<file path="src/rtl/tile_fetch_ctrl.sv">
// tile_fetch_ctrl: read-side initiator for the tiled single-port matrix memory.
// Walks a row-major matrix tile by tile. For each tile it issues the tile address
// and the column stride, captures the combinational read window into a register
// buffer, and offers that buffer downstream over a valid/ready handshake.
// Optional feature macro: TILE_FETCH_ZERO_PAD_EN. When it is defined, ragged edge
// tiles are accepted and their out-of-matrix elements are captured as zero.
module tile_fetch_ctrl #(
  parameter int unsigned DataWidth = 8,
  parameter int unsigned DataDepth = 1024,
  parameter int unsigned AddrWidth = (DataDepth > 1) ? $clog2(DataDepth) : 1,
  parameter int unsigned TileRows  = 4,
  parameter int unsigned TileCols  = 4
) (
  input  logic                                         clk_i,
  input  logic                                         rst_ni,
  input  logic                                         start_i,
  input  logic [AddrWidth-1:0]                         base_addr_i,
  input  logic [6:0]                                   mat_rows_i,
  input  logic [6:0]                                   mat_cols_i,
  output logic                                         busy_o,
  output logic                                         done_o,
  output logic                                         err_o,
  output logic [AddrWidth-1:0]                         mem_addr_o,
  output logic [6:0]                                   mem_col_o,
  input  logic [TileRows*TileCols-1:0][DataWidth-1:0]  mem_rd_data_i,
  output logic                                         tile_valid_o,
  input  logic                                         tile_ready_i,
  output logic [TileRows*TileCols-1:0][DataWidth-1:0]  tile_data_o,
  output logic [6:0]                                   tile_row_o,
  output logic [6:0]                                   tile_col_o,
  output logic                                         tile_last_o
);

  typedef enum logic [1:0] {IDLE, FETCH, SEND, DONE} state_t;

  state_t                state_q;
  logic [AddrWidth-1:0]  base_q;
  logic [6:0]            cols_q;
  logic [6:0]            tr_q, tc_q;
  logic [6:0]            ntr_q, ntc_q;
  logic [6:0]            tr_nxt, tc_nxt;
  logic [6:0]            ntr_start, ntc_start;
  logic                  dims_bad;
  logic                  is_last;
  logic [TileRows*TileCols-1:0][DataWidth-1:0] tile_next;
`ifdef TILE_FETCH_ZERO_PAD_EN
  logic [6:0]            rows_q;
`endif

  // Top-left address of tile (tr, tc), computed wide and wrapped to the memory.
  function automatic logic [AddrWidth-1:0] tile_addr(input logic [AddrWidth-1:0] base,
                                                     input logic [6:0] cols,
                                                     input logic [6:0] tr,
                                                     input logic [6:0] tc);
    logic [63:0] full;
    full = 64'(base) + 64'(tr) * 64'(TileRows) * 64'(cols) + 64'(tc) * 64'(TileCols);
    return full[AddrWidth-1:0];
  endfunction

  // Dimension legality and tile-grid size for a start request.
  always_comb begin
    dims_bad  = (mat_rows_i == '0) || (mat_cols_i == '0);
`ifndef TILE_FETCH_ZERO_PAD_EN
    if (((32'(mat_rows_i) % TileRows) != 0) || ((32'(mat_cols_i) % TileCols) != 0))
      dims_bad = 1'b1;
`endif
    ntr_start = 7'((32'(mat_rows_i) + TileRows - 1) / TileRows);
    ntc_start = 7'((32'(mat_cols_i) + TileCols - 1) / TileCols);
  end

  // Row-major tile walk: next tile indices and last-tile detection.
  always_comb begin
    is_last = (tr_q == ntr_q - 7'd1) && (tc_q == ntc_q - 7'd1);
    if (tc_q == ntc_q - 7'd1) begin
      tc_nxt = '0;
      tr_nxt = tr_q + 7'd1;
    end else begin
      tc_nxt = tc_q + 7'd1;
      tr_nxt = tr_q;
    end
  end

  // Tile buffer input: the read window, with out-of-matrix elements zeroed when padding.
  always_comb begin
    tile_next = mem_rd_data_i;
`ifdef TILE_FETCH_ZERO_PAD_EN
    for (int unsigned r = 0; r < TileRows; r++) begin
      for (int unsigned c = 0; c < TileCols; c++) begin
        if (((32'(tr_q) * TileRows + r) >= 32'(rows_q)) ||
            ((32'(tc_q) * TileCols + c) >= 32'(cols_q)))
          tile_next[r*TileCols+c] = '0;
      end
    end
`endif
  end

  // Control FSM with registered outputs. The address of the next tile is loaded
  // on entry to FETCH so the memory window is valid during the FETCH cycle.
  always_ff @(posedge clk_i or negedge rst_ni) begin
    if (!rst_ni) begin
      state_q      <= IDLE;
      base_q       <= '0;
      cols_q       <= '0;
      tr_q         <= '0;
      tc_q         <= '0;
      ntr_q        <= '0;
      ntc_q        <= '0;
`ifdef TILE_FETCH_ZERO_PAD_EN
      rows_q       <= '0;
`endif
      busy_o       <= 1'b0;
      done_o       <= 1'b0;
      err_o        <= 1'b0;
      mem_addr_o   <= '0;
      mem_col_o    <= '0;
      tile_valid_o <= 1'b0;
      tile_data_o  <= '0;
      tile_row_o   <= '0;
      tile_col_o   <= '0;
      tile_last_o  <= 1'b0;
    end else begin
      done_o <= 1'b0;
      case (state_q)
        IDLE: begin
          if (start_i) begin
            base_q    <= base_addr_i;
            cols_q    <= mat_cols_i;
`ifdef TILE_FETCH_ZERO_PAD_EN
            rows_q    <= mat_rows_i;
`endif
            mem_col_o <= mat_cols_i;
            ntr_q     <= ntr_start;
            ntc_q     <= ntc_start;
            tr_q      <= '0;
            tc_q      <= '0;
            err_o     <= dims_bad;
            busy_o    <= 1'b1;
            if (dims_bad) begin
              done_o  <= 1'b1;
              state_q <= DONE;
            end else begin
              mem_addr_o <= tile_addr(base_addr_i, mat_cols_i, '0, '0);
              state_q    <= FETCH;
            end
          end
        end
        FETCH: begin
          tile_data_o  <= tile_next;
          tile_row_o   <= tr_q;
          tile_col_o   <= tc_q;
          tile_last_o  <= is_last;
          tile_valid_o <= 1'b1;
          state_q      <= SEND;
        end
        SEND: begin
          if (tile_ready_i) begin
            tile_valid_o <= 1'b0;
            if (tile_last_o) begin
              done_o  <= 1'b1;
              state_q <= DONE;
            end else begin
              tr_q       <= tr_nxt;
              tc_q       <= tc_nxt;
              mem_addr_o <= tile_addr(base_q, cols_q, tr_nxt, tc_nxt);
              state_q    <= FETCH;
            end
          end
        end
        DONE: begin
          busy_o  <= 1'b0;
          state_q <= IDLE;
        end
        default: state_q <= IDLE;
      endcase
    end
  end

endmodule

</file>
<file path="config.mk">
export PLATFORM = sky130hd
export DESIGN_NAME = tile_fetch_ctrl
export DESIGN_NICKNAME = d
export VERILOG_FILES = /design/src/rtl/tile_fetch_ctrl.sv
export SDC_FILE = /design/constraint.sdc
export NUM_CORES = 1
export LEC_CHECK = 0
export ABC_AREA = 1
export CAP_MARGIN = 10
export CORE_UTILIZATION = 50
export DETAILED_ROUTE_END_ITERATION = 8
export DONT_BUFFER_PORTS = 1
export PLACE_DENSITY = 0.68
export SLEW_MARGIN = 20
export SYNTH_ARGS = -nofsm -noshare
export SYNTH_HDL_FRONTEND = slang
export SYNTH_SLANG_ARGS = --single-unit
</file>
<file path="constraint.sdc">
create_clock -name clk_i -period 6.3 [get_ports clk_i]
set_input_delay 1.26 -clock clk_i [delete_from_list [all_inputs] [get_ports clk_i]]
set_output_delay 1.26 -clock clk_i [all_outputs]
set_load 0.01 [all_outputs]
</file>
==> metrics.txt <==
outcome finished clean; fin crit share 96.9%; total of max-cap violations 0; final worst slack 0.194 ns; drt drc 0; Comb power frac 37.7%; clk buf depth 3; count of final hold-check violations 0; sequential-to-total area share from yosys stat 51.8%; Cells after DPL 1,425; initial antenna violation count 0; I/O pin count 320; synth top area cells dfrtp_1, nand2_1, fa_1; EDFF count, synth 0; via count 7,665; antenna cells 0; Post-Synthesis Cells 1,198; crit path max fanout 11; Tightest Pin Transition 0.955 ns; Avg WL per Cell 17.5 µm; Hold WS 0.432 ns; critical path arrival 6.52 ns; Synthesized Nets 1,398; drt total wl 25,800 µm; drt pass-1 iters 5; Slowest-stage cell, CP fa_1; Post-Syn Area 9770 µm²; PwrDens 587 nW/µm²; post-route clock skew 0.0141 ns; Post-synth ARST share 100%; Min-Delay Path Class input port to asynchronous set/reset pin; Post-DP HPWL 18,500 µm; GRT overflow 0; placer congestion estimate 0.970; All-Layer GR Usage 24.9%; Sequential Power Share 40.7%; die area 20,100 µm²; unrepaired setup endpoints after global routing yes; FF+latch count, synth 202; Clk pwr share 21.6%; Final setup viols 0; Die X 142 µm; Startpoint Class flip-flop; Die Ht 142 µm; layout cell share with drive strength beyond 1 8.22%; Port Buffers 0; hold_buf cts 0; slew margin rel. 36.3%; CP max stage delay 0.62 ns; antenna-violating nets left 0; YS warnings 0; switching fraction of total power 43.5%; Int Pwr 3.64 mW; vias in the first global route 7,162; Initial Util 51.7%; Sw Pwr 2.80 mW; TNS Setup 0 ns; max-slew violation count 0; area leader, netlist dfrtp_1; 1st-iter DRT viols 559; Peak VDD IR 0.328 mV; pre-CTS setup slack 0.0370 ns; Max Clk Rate 0.164 GHz; Most used DFF post-synth dfrtp_1; Crit. End Element flip-flop; final worst path period need 6.11 ns; number of CTS-inserted buffers 23; critical setup path kind flip-flop to flip-flop; core area 18,900 µm²; FP Rows 50; Clock Sink Count 202; Non-Filler Instances 1,477; path depth of the worst reg2reg path 38; Leak Pwr 5.83 nW; Vias/cell 5.19; Area growth, synth to finish 12.4%; CTS root buf clkbuf_16; largest net degree at the start of global routing 203; CP most frequent cell nand2_1; post-synth top area share 51.8%; post-synth cell types 38; CTS tree done; Worst-Skew Late Latency 0.52 ns; Max H-tree Level 1; Synth Area per Inst 8.15 µm²; global-route wire length before repair 38,900 µm; Worst-path clk slew 0.06 ns; Finished Cell Area 11,000 µm²; final layout net count 1,400; required time of the critical path 6.71 ns; Area after DPL 10,000 µm²
[flip-flops by register name, indices dropped and copies added (netlist names)]
name and count:
base_q 10, tile_valid_o 1, tr_q 7, ntc_q 6, done_o 1, mem_addr_o 10
tc_q 7, tile_data_o 128, state_q 2, tile_row_o 7, tile_col_o 7, ntr_q 6
err_o 1, busy_o 1, cols_q 7, tile_last_o 1
[cells by family after synthesis]
group	synth area share, %
adder cells (fa/ha/maj)	7.17
XOR/XNOR	1.88
flip-flops	51.8
AND/OR/NAND/NOR	27.8
AO/OA/AOI/OAI	5.37
buffers and inverters	6.05
[critical path, delay by kind of cell (launching register included)]
kind,cells,cell delay (ns)
buf+inv,7,0.52
compound gates,2,0.29
fa+ha+maj,8,2.89
simple gates,20,1.69
xor+xnor,1,0.19
flops,1,0.38
[final cells by class]
class | count | area [µm²]
fillers | 1720 | 7920
well taps | 260 | 325
clock buffers | 30 | 642
repair buffers | 19 | 143
inverters | 113 | 428
multi-input cells | 841 | 4220
clock inverters | 12 | 158
flip-flops and latches | 202 | 5050
[timing repair]
action,4_1_cts,5_1_grt
endpoints found under the setup margin,0,2
setup buffers,0,10
resized for setup,0,18
[routing by layer]
metal,vias to the layer above,track usage (%),part of all wire (%)
met5,-,0,0
met4,0,5.72,1.9
met3,40,6.65,8.2
met2,283,39.0,46
met1,3637,34.8,44
li1,3705,-,-
[power groups by stage]
stage               registers, mW  logic (mW)  clock network [mW]
floorplan                    2.44        1.79                   0
global placement             2.64        2.18                   0
detailed placement           2.63        2.24                   0
CTS                          2.62        2.26                1.42
global route                 2.68        2.80                1.48
finish                       2.62        2.43                1.39
[per-stage QoR]
step	utilization [%]	power, mW
final	58.1	6.45
after floorplan	-	4.24
after global routing	58.1	6.96
after detailed placement	52.9	4.87
after global placement	52.9	4.81
after CTS	57.2	6.30
[Yosys cell counts, types with 3 or more instances]
library cell / number
xnor2_1: 4
nand2_1: 563
buf_1: 6
a31oi_1: 3
nor2_1: 54
inv_1: 100
o22ai_1: 18
nand4_1: 6
inv_2: 12
nand2_2: 6
clkbuf_1: 34
nor3_1: 5
xor2_1: 17
nand3_1: 36
a21oi_1: 16
fa_1: 20
dfrtp_1: 202
nand3_2: 3
ha_1: 24
o21ai_0: 47
[worst paths after layout]
check | start | end | slack [ns]
worst max-delay path | ntc_q[0] | mem_addr_o[9] | 0.19
worst min-delay path | rst_ni | cols_q[3] | 0.43
worst max register to register | ntc_q[0] | mem_addr_o[9] | 0.19
worst min register to register | base_q[0] | base_q[0] | 0.48
max in group asynchronous | rst_ni | tr_q[6] | 5.51
min in group clk_i | base_q[0] | base_q[0] | 0.48
[cells in the final DEF, fill, tap and decap left out, drive strengths merged]
master / Yosys / routed
a211oi: 1 / 1
a21oi: 16 / 16
a221oi: 2 / 2
a31oi: 3 / 3
and2: 1 / 1
buf: 8 / 19
bufinv: 0 / 3
clkbuf: 34 / 30
clkinv: 1 / 9
dfrtp: 202 / 202
fa: 20 / 20
ha: 24 / 24
inv: 112 / 113
nand2: 571 / 571
nand3: 39 / 39
nand3b: 1 / 1
nand4: 7 / 7
nor2: 57 / 57
nor3: 5 / 5
nor3b: 1 / 1
o211ai: 1 / 1
o21ai: 48 / 48
o21bai: 1 / 1
o221ai: 1 / 1
o22ai: 18 / 18
o31ai: 2 / 2
o32ai: 1 / 1
xnor2: 4 / 4
xor2: 17 / 17
(Power assumes the default switching activity.)
